### src/rtl/riscv_apu_resp.sv
// APU responder: accepts requests over req/gnt, computes a small integer op at
// grant time, and returns results in order through a two-stage pipeline
// (st2 -> st1) plus one multicycle slot for long-latency requests.
//
// Handshakes:
//   request : a transfer happens when apu_slave_req_i & apu_slave_gnt_o. The
//             payload must stay stable until granted. gnt never depends on
//             req except through the final AND.
//   result  : st1 is presented on valid/result/flags and is consumed when
//             apu_slave_valid_o & apu_slave_ready_i. Once valid is high, the
//             valid, result and flags outputs hold until consumed.
module riscv_apu_resp #(
   parameter int WOP          = 32,
   parameter int MULTI_CYCLES = 4
) (
   input  logic           clk_i,
   input  logic           rst_i,
   input  logic           apu_slave_req_i,
   output logic           apu_slave_gnt_o,
   input  logic [2:0]     apu_slave_op_i,
   input  logic [1:0]     apu_slave_lat_i,
   input  logic [WOP-1:0] apu_slave_operands_0_i,
   input  logic [WOP-1:0] apu_slave_operands_1_i,
   input  logic [WOP-1:0] apu_slave_operands_2_i,
   output logic           apu_slave_valid_o,
   input  logic           apu_slave_ready_i,
   output logic [WOP-1:0] apu_slave_result_o,
   output logic [1:0]     apu_slave_flags_o,
   output logic           busy_o
);

   localparam int CW = 4;
   localparam logic [CW-1:0] CNT_LOAD = CW'(MULTI_CYCLES - 1);

   // Output stage (st1), middle stage (st2) and the multicycle slot
   logic           st1_v, st2_v, mc_v;
   logic [WOP-1:0] st1_res, st2_res, mc_res;
   logic [1:0]     st1_flg, st2_flg, mc_flg;
   logic [CW-1:0]  mc_cnt;

   logic           stall, accept, gnt, mc_done;
   logic           new_short, new_mid, new_long;
   logic [WOP-1:0] new_res, prod;
   logic           new_illegal;
   logic [1:0]     new_flg;

   // Compute the result and flags of the request currently on the inputs
   always_comb begin
      new_res     = '0;
      new_illegal = 1'b0;
      prod        = apu_slave_operands_0_i * apu_slave_operands_1_i;
      case (apu_slave_op_i)
         3'd0: new_res = apu_slave_operands_0_i + apu_slave_operands_1_i;
         3'd1: new_res = apu_slave_operands_0_i - apu_slave_operands_1_i;
         3'd2: new_res = prod;
         3'd3: new_res = prod + apu_slave_operands_2_i;
         3'd4: new_res = ($signed(apu_slave_operands_0_i) < $signed(apu_slave_operands_1_i)) ?
                         apu_slave_operands_0_i : apu_slave_operands_1_i;
         3'd5: new_res = ($signed(apu_slave_operands_0_i) > $signed(apu_slave_operands_1_i)) ?
                         apu_slave_operands_0_i : apu_slave_operands_1_i;
         default: begin
            new_res     = '0;
            new_illegal = 1'b1;
         end
      endcase
      new_flg = {(new_res == '0), new_illegal};
   end

   // Decide whether a request of the presented latency class can be taken.
   // Short (lat 0/1) and long (lat 3) requests need st2 empty so they cannot
   // overtake a lat 2 request granted the cycle before; nothing is taken while
   // the multicycle slot is busy, which keeps completions in order.
   always_comb begin
      stall   = st1_v & ~apu_slave_ready_i;
      mc_done = mc_v & (mc_cnt == CW'(1));
      accept  = 1'b0;
      if (!rst_i && !stall && !mc_v) begin
         accept = (apu_slave_lat_i == 2'd2) ? 1'b1 : ~st2_v;
      end
      gnt       = apu_slave_req_i & accept;
      new_short = gnt & (apu_slave_lat_i < 2'd2);
      new_mid   = gnt & (apu_slave_lat_i == 2'd2);
      new_long  = gnt & (apu_slave_lat_i == 2'd3);
   end

   // Output stage: multicycle completion wins, then a new short request, then st2
   always_ff @(posedge clk_i or posedge rst_i) begin
      if (rst_i) begin
         st1_v   <= 1'b0;
         st1_res <= '0;
         st1_flg <= '0;
      end else if (!stall) begin
         if (mc_done) begin
            st1_v   <= 1'b1;
            st1_res <= mc_res;
            st1_flg <= mc_flg;
         end else if (new_short) begin
            st1_v   <= 1'b1;
            st1_res <= new_res;
            st1_flg <= new_flg;
         end else begin
            st1_v   <= st2_v;
            st1_res <= st2_res;
            st1_flg <= st2_flg;
         end
      end
   end

   // Middle stage: holds a lat 2 request for one extra cycle
   always_ff @(posedge clk_i or posedge rst_i) begin
      if (rst_i) begin
         st2_v   <= 1'b0;
         st2_res <= '0;
         st2_flg <= '0;
      end else if (!stall) begin
         st2_v   <= new_mid;
         st2_res <= new_mid ? new_res : '0;
         st2_flg <= new_mid ? new_flg : '0;
      end
   end

   // Multicycle slot: load on a lat 3 grant, count down, free on completion
   always_ff @(posedge clk_i or posedge rst_i) begin
      if (rst_i) begin
         mc_v   <= 1'b0;
         mc_res <= '0;
         mc_flg <= '0;
         mc_cnt <= '0;
      end else if (!stall) begin
         if (new_long) begin
            mc_v   <= 1'b1;
            mc_res <= new_res;
            mc_flg <= new_flg;
            mc_cnt <= CNT_LOAD;
         end else if (mc_done) begin
            mc_v   <= 1'b0;
            mc_cnt <= '0;
         end else if (mc_v) begin
            mc_cnt <= mc_cnt - CW'(1);
         end
      end
   end

   assign apu_slave_gnt_o    = gnt;
   assign apu_slave_valid_o  = st1_v;
   assign apu_slave_result_o = st1_res;
   assign apu_slave_flags_o  = st1_flg;
   assign busy_o             = st1_v | st2_v | mc_v;

endmodule

### config.mk
export PLATFORM = sky130hd
export DESIGN_NAME = riscv_apu_resp
export DESIGN_NICKNAME = d
export VERILOG_FILES = /design/src/rtl/riscv_apu_resp.sv
export SDC_FILE = /design/constraint.sdc
export NUM_CORES = 2
export LEC_CHECK = 0
export ABC_AREA = 1
export CORE_UTILIZATION = 45
export DETAILED_ROUTE_END_ITERATION = 10
export DONT_BUFFER_PORTS = 1
export HOLD_SLACK_MARGIN = 0.06
export PLACE_DENSITY = 0.74
export SLEW_MARGIN = 20
export SYNTH_ARGS = -nofsm -noshare
export SYNTH_HDL_FRONTEND = slang
export SYNTH_SLANG_ARGS = --single-unit
### constraint.sdc
create_clock -name clk_i -period 3.6 [get_ports clk_i]
set_clock_uncertainty 0.2 [all_clocks]
set_input_delay 0.72 -clock clk_i [delete_from_list [all_inputs] [get_ports clk_i]]
set_output_delay 0.72 -clock clk_i [all_outputs]
set_load 0.01 [all_outputs]
==> results.yml <==
sta:
  setup_viol: 90
  hold-worst-slack_ns: 0.209
  hold_viol: 0
  finalCritPeriodShare_pct: 238
  fin_ws_ns: -4.95
  max_slew_margin_pct: 32.1
  period_needed_ns: 8.55
  rsz0062_at_grt: "yes"
  maxSlewViolCount: 0
  tightestPinTransition_ns: 1.02
  max_freq_mhz: 117
critical_path:
  start_kind: "input pin"
  cp_common_cell: "fa_1"
  rrSetupSlack_ns: 1.16
  arrival_ns: 8.66
  cp_max_fo: 33
  r2r-end: "apu_slave_result_o[18]"
  crit_path_start: "apu_slave_operands_1_i[2]"
  timing.critical_path.slowest_cell_delay_ns: 0.54
  cp.required_ns: 3.71
  r2r_cells: 11
  worst_setup_path_end_kind: "flop"
  cp_slowest_cell: "fa_1"
  critPathBufInv: 8
  r2r_start: "apu_slave_valid_o"
  critPathKind: "in2reg"
  critPathTopFamily: "adder cells"
min_path:
  worstHoldPathType: "in2async"
layout:
  drive_above_1_share_pct: 27.3
  area_delta_synth_final_pct: 33.4
  n_antenna_cell: 0
  stdcell_count: 5826
  final_nets: 5702
floorplanning:
  die_w_um: 258
  core_mm2: 0.0647
  rows: 93
  initial_core_util_pct: 45.7
  dieArea_mm2: 0.0667
  fp.dieH_um: 258
  io_pins: 142
logic_synthesis:
  ys_seq_area_share_pct: 9.23
  synth.top_cells.by_area: "fa_1, nand2_1, inv_1, ha_1, dfrtp_1"
  synthAdderAreaFrac_pct: 37.1
  synth-xor-area-share_pct: 0.889
  synth_top_family_by_area: "adder cells"
  synth_edf_count: 0
  synth-compound-area-share_pct: 11.7
  synth-seq-cells: 109
  ys_top_cells_by_count: "nand2_1, inv_1, fa_1"
  yosysTopAreaCellShare_pct: 27.9
  yosysUniqueCellTypes: 57
  synthCells: 4414
  yosys.area_share.simple_pct: 25.3
  syn_nets: 5149
  yosysTopAreaCell: "fa_1"
  ys_warn_count: 0
  synthFlopType: "dfrtp_1"
  synth_most_common_cell: "nand2_1"
  syn_avg_cell_area_um2: 6.69
  syn-cell-area_mm2: 0.0295
  async_flop_share_pct: 100
  synth_mux_area_share_pct: 0
clock_network:
  postCtsHoldBufs: 0
  cts_buffer_depth: 2
  insertion_delay_ns: 0.37
  cts_sinks: 109
  cts-root-buf: "clkbuf_16"
  h-tree-depth: 3
  clkSlewWorstSetupHoldPaths_ns: 0.08
  cts_tree: "done"
  cts_buffers: 9
placement:
  dp_hpwl_mm: 96.9
  place.port_buffers: 0
  place_inst: 5711
  gp_congestion: 1.05
grt:
  grt_pass1_wl_mm: 183
  grt_pass1_vias: 31400
  antenna_found_initial: 1
  overflow: 0
  grtUsageTotal_pct: 36.1
  grt_max_degree: 81
status:
  violations: "setup timing"
  status: "finished with violations"
routing:
  drtIter0Drc: 3886
  drt_pass1_iterations: 8
  ant_nets: 0
  wl_mm: 123
  wl_per_cell_um: 21.1
  drc_errors: 0
  vias: 31900
  drt-vias-per-instance: 5.48
run:
  maxCapViolations: 0
## worst max path at each step
stage / cells after the start / slack [ns] / end
after CTS: 37 / -4.91 / apu_slave_flags_o[1]
final: 41 / -4.95 / apu_slave_flags_o[1]
after global routing: 41 / -5.30 / apu_slave_flags_o[1]
after global placement: 36 / -5.80 / apu_slave_flags_o[1]
after detailed placement: 38 / -5.90 / apu_slave_flags_o[1]
after floorplan: 42 / -4.75 / apu_slave_flags_o[1]
## layout by cell type, fill, tap and decap left out, types with 14 or more instances in the layout
| cell type | count |
|---|---|
| a21oi_1 | 154 |
| a21oi_2 | 45 |
| a21oi_4 | 21 |
| a31oi_1 | 37 |
| buf_4 | 636 |
| buf_6 | 80 |
| dfrtp_1 | 109 |
| fa_1 | 387 |
| fa_2 | 24 |
| ha_1 | 132 |
| ha_4 | 86 |
| inv_1 | 938 |
| inv_2 | 75 |
| nand2_1 | 1109 |
| nand2_2 | 69 |
| nand2_4 | 32 |
| nand3_1 | 159 |
| nand3_2 | 23 |
| nand3b_1 | 19 |
| nand4_1 | 42 |
| nor2_1 | 215 |
| nor2_2 | 39 |
| nor2_4 | 39 |
| nor3_1 | 14 |
| o211ai_1 | 49 |
| o21ai_0 | 104 |
| o21ai_1 | 72 |
| o21ai_2 | 57 |
| o22ai_1 | 15 |
## cell families after synthesis
logic type | after synthesis
fa+ha+maj | 630
buf+inv | 1213
compound gates | 617
simple gates | 1815
xor+xnor | 30
flops | 109
## layer usage
layer / wire length (µm) / GRT usage [%]
met2: 54200 / 56.3
met4: 5340 / 11.9
met5: 0 / 0
met3: 13600 / 7.18
met1: 49900 / 50.2
## layout make-up
| cell class | instances | area, µm² |
|---|---|---|
| clock buffers | 11 | 253 |
| repair buffers | 730 | 5940 |
| flip-flops and latches | 109 | 2730 |
| clock inverters | 4 | 56.3 |
| inverters | 1024 | 3870 |
| fillers | 5707 | 25300 |
| well taps | 855 | 1070 |
| multi-input cells | 3093 | 25500 |
## per-stage QoR
step,cell area (µm²),setup slack (ns),TNS (ns),utilization (%)
6_report,39400,-4.95,-341.07,60.9
5_1_grt,39400,-5.30,-358.18,60.9
4_1_cts,37900,-4.91,-329.80,58.5
3_3_place_gp,35500,-5.80,-389.16,54.9
3_5_place_dp,35500,-5.90,-395.87,54.9
2_1_floorplan,30800,-4.75,-316.14,-
## timing repair
action | in CTS | in global routing
gates cloned | 0 | 1
resized for setup | 398 | 296
setup endpoints to repair | 91 | 93
buffers inserted | 69 | 53
pin swaps | 211 | 180
## registers in the layout, summed over array words and instances (netlist names)
register            count
mc_res                 32
mc_flg                  2
mc_cnt                  4
apu_slave_result_o     32
apu_slave_valid_o       1
st2_res                32
st2_flg                 2
apu_slave_flags_o       2
st2_v                   1
mc_v                    1
Power is left out: the tool's default activity adds up to more than one toggle a clock period on the data nets, which glitch-free logic cannot reach.
